[config.mk]
export PLATFORM = sky130hd
export DESIGN_NAME = ts_record_packer
export DESIGN_NICKNAME = d
export VERILOG_FILES = /design/src/rtl/ts_record_packer.sv
export SDC_FILE = /design/constraint.sdc
export NUM_CORES = 1
export LEC_CHECK = 0
export CAP_MARGIN = 10
export CORE_MARGIN = 1
export CORE_UTILIZATION = 50
export CTS_CLUSTER_SIZE = 20
export DETAILED_ROUTE_END_ITERATION = 7
export PLACE_DENSITY = 0.77
export SYNTH_ARGS = -nofsm -noshare
export SYNTH_HDL_FRONTEND = slang
export SYNTH_SLANG_ARGS = --single-unit
export TNS_END_PERCENT = 1
[constraint.sdc]
create_clock -name clk -period 17.3 [get_ports clk]
set_input_delay 1.73 -clock clk [delete_from_list [all_inputs] [get_ports clk]]
set_output_delay 1.73 -clock clk [all_outputs]
set_load 0.02 [all_outputs]
[src/rtl/ts_record_packer.sv]
// Serializes timestamp records into big-endian byte packets: a 4-byte header
// (magic, sequence, record count, pad) followed by REC_PER_PKT records.
module ts_record_packer #(
   parameter int unsigned ID_W        = 4,
   parameter int unsigned TS_W        = 64,
   parameter int unsigned REC_PER_PKT = 4,
   parameter logic [7:0]  MAGIC       = 8'h54
) (
   input  logic            clk,
   input  logic            rst,
   input  logic            in_valid,
   output logic            in_ready,
   input  logic [ID_W-1:0] in_id,
   input  logic [TS_W-1:0] in_start_ts,
   input  logic [TS_W-1:0] in_end_ts,
   input  logic [TS_W-1:0] in_ts,
   output logic [7:0]      m_tdata,
   output logic            m_tvalid,
   input  logic            m_tready,
   output logic            m_tlast,
   output logic [7:0]      seq_num,
   output logic            busy
);

   localparam int unsigned TSB       = TS_W / 8;
   localparam int unsigned REC_BYTES = 1 + 3 * TSB;
   localparam int unsigned REC_W     = 8 * REC_BYTES;
   localparam int unsigned BIW       = $clog2(REC_BYTES);

   localparam logic [BIW-1:0] LAST_BYTE = BIW'(REC_BYTES - 1);
   localparam logic [7:0]     LAST_REC  = 8'(REC_PER_PKT - 1);
   localparam logic [7:0]     REC_CNT   = 8'(REC_PER_PKT);

   typedef enum logic [1:0] {StIdle, StHdr, StRec, StGap} state_t;

   state_t           state;
   logic             rec_full;
   logic [REC_W-1:0] rec;
   logic [1:0]       hdr_idx;
   logic [BIW-1:0]   byte_idx;
   logic [7:0]       rec_idx;

   logic             in_fire;
   logic             out_fire;
   logic             is_last_rec;
   logic [BIW-1:0]   byte_nxt;
   logic [7:0]       next_rec_byte;
   logic [7:0]       next_hdr_byte;
   logic [REC_W-1:0] new_rec;

   assign in_ready    = !rec_full && !rst;
   assign in_fire     = in_valid && in_ready;
   assign out_fire    = m_tvalid && m_tready;
   assign busy        = (state != StIdle);
   assign is_last_rec = (rec_idx == LAST_REC);
   assign byte_nxt    = byte_idx + 1'b1;
   assign new_rec     = {8'(in_id), in_start_ts, in_end_ts, in_ts};

   // Byte k of the record register, counted from the most significant end.
   always_comb begin
      next_rec_byte = '0;
      for (int k = 0; k < int'(REC_BYTES); k++) begin
         if (byte_nxt == BIW'(k)) begin
            next_rec_byte = rec[REC_W-1-8*k -: 8];
         end
      end
   end

   always_comb begin
      next_hdr_byte = 8'h00;
      unique case (hdr_idx)
         2'd0:    next_hdr_byte = seq_num;
         2'd1:    next_hdr_byte = REC_CNT;
         default: next_hdr_byte = 8'h00;
      endcase
   end

   always_ff @(posedge clk or posedge rst) begin
      if (rst) begin
         state    <= StIdle;
         rec_full <= 1'b0;
         rec      <= '0;
         hdr_idx  <= '0;
         byte_idx <= '0;
         rec_idx  <= '0;
         seq_num  <= '0;
         m_tdata  <= '0;
         m_tvalid <= 1'b0;
         m_tlast  <= 1'b0;
      end else begin
         if (in_fire) begin
            rec      <= new_rec;
            rec_full <= 1'b1;
         end
         unique case (state)
            StIdle: begin
               if (in_fire) begin
                  state    <= StHdr;
                  hdr_idx  <= '0;
                  rec_idx  <= '0;
                  m_tvalid <= 1'b1;
                  m_tdata  <= MAGIC;
                  m_tlast  <= 1'b0;
               end
            end
            StHdr: begin
               if (out_fire) begin
                  if (hdr_idx == 2'd3) begin
                     state    <= StRec;
                     byte_idx <= '0;
                     m_tdata  <= rec[REC_W-1 -: 8];
                  end else begin
                     hdr_idx <= hdr_idx + 2'd1;
                     m_tdata <= next_hdr_byte;
                  end
               end
            end
            StRec: begin
               if (out_fire) begin
                  if (byte_idx == LAST_BYTE) begin
                     rec_full <= 1'b0;
                     m_tvalid <= 1'b0;
                     m_tlast  <= 1'b0;
                     if (is_last_rec) begin
                        seq_num <= seq_num + 8'd1;
                        state   <= StIdle;
                     end else begin
                        rec_idx <= rec_idx + 8'd1;
                        state   <= StGap;
                     end
                  end else begin
                     byte_idx <= byte_nxt;
                     m_tdata  <= next_rec_byte;
                     m_tlast  <= is_last_rec && (byte_nxt == LAST_BYTE);
                  end
               end
            end
            StGap: begin
               // Record byte 0 comes straight from the record being latched now.
               if (in_fire) begin
                  state    <= StRec;
                  byte_idx <= '0;
                  m_tvalid <= 1'b1;
                  m_tdata  <= 8'(in_id);
                  m_tlast  <= 1'b0;
               end
            end
            default: state <= StIdle;
         endcase
      end
   end

   stall_stable_a: assert property (@(posedge clk) disable iff (rst)
      (m_tvalid && !m_tready) |=> (m_tvalid && $stable(m_tdata) && $stable(m_tlast)));

endmodule
Word-level counts from Yosys, hierarchy flattened. Index checks and enable logic that the tools add are counted. W data, S select, Z words.

Flip-flop bits (word level): 232. Bits in latches: 0. Bits in writable memories: 0. ROM bits: 0. Input port bits: 200. Output and inout port bits: 20. Word-level logic and storage cells: 146. Memories kept: 0.

Add/sub/neg operators: 4. $mul: 0. Divide/modulo/power cells: 0. Magnitude comparators: 0. Equal/unequal tests: 41. Shift-type cells: 0. Multiplexer cells: 68. Bitwise operators: 0. Reductions and logical operators: 23.

Operators by type and width (count): $mux W8 (34); $eq A5 B5 Y1 const B (10); $eq A5 B4 Y1 const B (8); $pmux W8 S2 (2); $pmux W8 S4 (1); $mux W5 (5); $eq A5 B3 Y1 const B (4); $mux W2 (10); $ne A2 B2 Y1 const B (9); $add A8 B1 Y8 const B (2); $pmux W5 S3 (1); $reduce_and A4 Y1 (3); $reduce_and A6 Y1 (2); $eq A5 B2 Y1 const B (2); $mux W1 (10); $reduce_and A5 Y1 (2); $eq A8 B2 Y1 const B (1); $pmux W2 S4 (1); $reduce_bool A2 Y1 (4); $eq A2 B2 Y1 const B (3); $add A5 B1 Y5 const B (1); $eq A5 B1 Y1 const B (1); $logic_not A5 Y1 (1); $eq A2 B1 Y1 const B (2); other kinds (11) (17).

Depth between registers and ports, before layout.
Depth in word-level cells: 30. Gate-level depth with buffers: 12.

Worst setup path before layout. OpenSTA, ideal clock, no wires.

Path kind: input to output. From: input port rst. To: output port in_ready. Arrival time: 2.042 ns. Required time: 15.570 ns. Setup slack: 13.528 ns. Stages on the path: 1. Buffers on the path: 0. Path through: nor2_1.

Word-level cells in the longest chain between the ends: 2.

RTL lines: from (decl) (RTL line 10) `input logic rst,`; $logic_not A1 Y1 (no source line); $logic_and A1 B1 Y1 (RTL line 51) `assign in_ready = !rec_full && !rst;`; to (decl) (RTL line 12) `output logic in_ready,`.

No other way between the ends.

Worst setup path after layout. Ends and elaborated chain as after synthesis.

==> impl_results.md <==
* Final setup viols at 0
* Overall power of the completed layout at 1.542 mW
* Power Internal at 1.104 mW
* Post-DR wirelength/cell at 18.48 um
* DRC violations left at 0
* TritonCTS Sinks at 232
* Ranking of synthesized cells by area: dfrtp_1 (49%), nand2_1 (21%), o21ai_0 (2.5%)
* Vias post-DR at 11,200
* Leakage power at 7.057 nW
* Hold-fix buffers, CTS at 0
* Class of the tightest hold or removal check: reg -> reg
* Switching part of the total at 28.36%
* Setup TNS at 0 ns
* Mapped Avg Cell Area at 8.132 um2
* Filler Cells Inserted at 1,964
* Leftover overflow at the end of global routing at 0
* Setup repair after global routing missed its margin: false
* Worst Setup End Kind: output pin
* Worst hold slack across all endpoints at 0.4711 ns
* Number of I/O port buffers at 219
* Count of different cell masters after synthesis at 83
* Number of failing hold endpoints at the final stage at 0
* Clock transition time at the flip-flop clock pins of the worst setup and hold paths at 0.06 ns
* Number of antenna diodes at 0
* Max Root-Sink Buffers at 3
* Outcome: finished clean
* Post-route fraction of the period consumed by the critical path at 27.81%
* CP Data Arrival Time at 3.08 ns
* Cell area after technology mapping at 11,780 um2
* Routed wire length at 36.03 mm
* Final worst path period need at 4.811 ns
* Async set-or-reset flop fraction in the synthesized netlist at 100.0%
* PwrDens at 103.2 nW/um2
* Starting Density at 51.57%
* Area growth, synth to finish at 26.83%
* Reg power frac at 48.5%
* Number of buffers inserted by post-CTS setup repair at 0
* Type of the setup path with the least slack: in -> out
* Share of the synthesized area in the top cell type at 49.27%
* Comb pwr share at 16.2%
* Max_cap viols at 0
* NumNets Final at 1,833
* Worst EP required at 15.57 ns
* Max Transition Viols Final at 0
* Post-synthesis sequential element count at 232
* Largest area contributor in the netlist: dfrtp_1
* Post-Route Utilization at 65.41%
* Floorplan die height at 155.5 um
* Net load switching power at 0.4372 mW
* Clock network power share at 35.4%
* Relative slew slack at 26.46%
* Clock network latency to the later pin of the worst-skew pair at 0.54 ns
* Syn. warnings at 0
* Gates resized, CTS repair at 0
* Final weighted congestion of routability-driven global placement at 0.8864
* CP Launch Type: input pin
* Overall fraction of global-route tracks in use at 29.71%
* Vias in the first global route at 10,610
* Detailed Routing Iterations Pass 1 at 5
* Row count at 55
* Number of DRC markers in iteration 0 at 1,074
* Fraction of layout cells with a size suffix above 1 at 4.462%
* Maximum operating frequency at 207.9 MHz
* CP Max Fanout at 3
* Post-synth net total at 1,664
* Clock tree from TritonCTS: done
* Max VDD drop at 0.06110 mV
* Vias per cell at 5.748
* Global-route wire length before repair at 56.17 mm
* Antenna-violating nets left at 0
* Sequential area share after synthesis at 49.27%
* DIE WIDTH at 155.5 um
* Core area at 22,850 um2
* Cell with the most instances after synthesis: nand2_1
* Clock tree root driver cell: clkbuf_16
* Maximum level of the CTS H-tree at 1
* Commonest register cell after synthesis: dfrtp_1
* CTS buffer count at 25
* Transition time of the tightest slew-check pin at 1.103 ns
* Estimated wirelength of the detail-placed design at 24.72 mm
* Gate Count Post-Synth at 1,449
* Number of enable-type register cells in the synthesized netlist at 0
* Setup skew after layout at 0.02581 ns
* Die outline area at 24,180 um2
* Number of antenna violations at the first check in global routing at 0
* Top post-synthesis cells by count: nand2_1 (648), dfrtp_1 (232), clkbuf_1 (70), o21ai_0 (59), a21oi_1 (53)
* I/O pin count at 220
* Largest net degree at the start of global routing at 114
==> final cells by class <==
| type | instances | area (um2) | share of cell area (%) |
|---|---|---|---|
| sequential | 232 | 5806 | 38.85 |
| inverter | 19 | 78.83 | 0.5275 |
| multi-input combinational | 1107 | 5535 | 37.04 |
| tap | 313 | 391.6 | 2.621 |
| clock inverter | 10 | 112.6 | 0.7535 |
| timing repair buffer | 233 | 2297 | 15.37 |
| clock buffer | 35 | 723.2 | 4.839 |
==> power by group through the flow <==
| stage | logic, mW | registers (mW) | clock network, mW |
|---|---|---|---|
| 2_1_floorplan | 0.153 | 0.728 | 0 |
| 3_3_place_gp | 0.239 | 0.748 | 0 |
| 3_5_place_dp | 0.247 | 0.752 | 0 |
| 4_1_cts | 0.250 | 0.745 | 0.551 |
| 5_1_grt | 0.282 | 0.760 | 0.573 |
| 6_report | 0.249 | 0.747 | 0.545 |
==> stage by stage <==
step           instance area [um2]  worst slack, ns  instances
2_1_floorplan                11780            9.209       1449
3_3_place_gp                 14110            12.12       1904
3_5_place_dp                 14110            12.07       1904
4_1_cts                      14940            12.48       1949
5_1_grt                      14940            12.37       1949
6_report                     14940            12.49       1949
==> critical path, stage by stage <==
cell and delay [ns]:
clkdlybuf4s50_1 0.53, nor2_1 0.20, clkdlybuf4s50_1 0.62
==> flip-flops by register name, indices dropped and copies added, names as in the netlist, 2 cells and up <==
| name | flops |
|---|---|
| byte_idx | 5 |
| hdr_idx | 2 |
| m_tdata | 8 |
| rec | 196 |
| rec_idx | 8 |
| seq_num | 8 |
| state | 2 |
==> cell usage in the layout (no fill, tap or decap), drive strengths merged, types with 16 or more instances in the layout <==
cell           synthesis  final
o21ai                 61     61
and3                  17     17
nand3                 25     25
a21oi                 53     53
o22ai                 16     16
inv                   16     18
nand2                649    649
clkbuf                71     35
clkdlybuf4s50          0    219
dfrtp                232    232
nor2                  35     35
==> routing by layer <==
layer / GRT usage, % / part of all wire [%] / vias to the layer above
li1: - / - / 5224
met1: 41.55 / 42 / 5391
met4: 10.27 / 3.4 / 0
met3: 4.652 / 7.8 / 85
met2: 47.11 / 47 / 502
met5: 0 / 0 / -
==> worst paths after layout <==
path                        startpoint          end  slack [ns]  cells after the start
min in group asynchronous          rst  byte_idx[2]        1.78                      2
max in group asynchronous          rst     rec[159]       14.10                      3
min reg2reg                   rec[163]     rec[163]        0.47                      2
min                           rec[163]     rec[163]        0.47                      2
max reg2reg                byte_idx[0]   m_tdata[2]       13.67                      9
max                                rst     in_ready       12.49                      3
==> logic make-up after synthesis <==
group                    Yosys count  synth area share [%]
AND/OR/NAND/NOR                  805                 28.19
AO/OA/AOI/OAI                    270                 15.81
flip-flops                       232                 49.27
buffers and inverters            110                 3.812
adder cells (fa/ha/maj)           15                 1.593
XOR/XNOR                          14                 1.041
multiplexers                       3                0.2761
(Power assumes the default switching activity.)
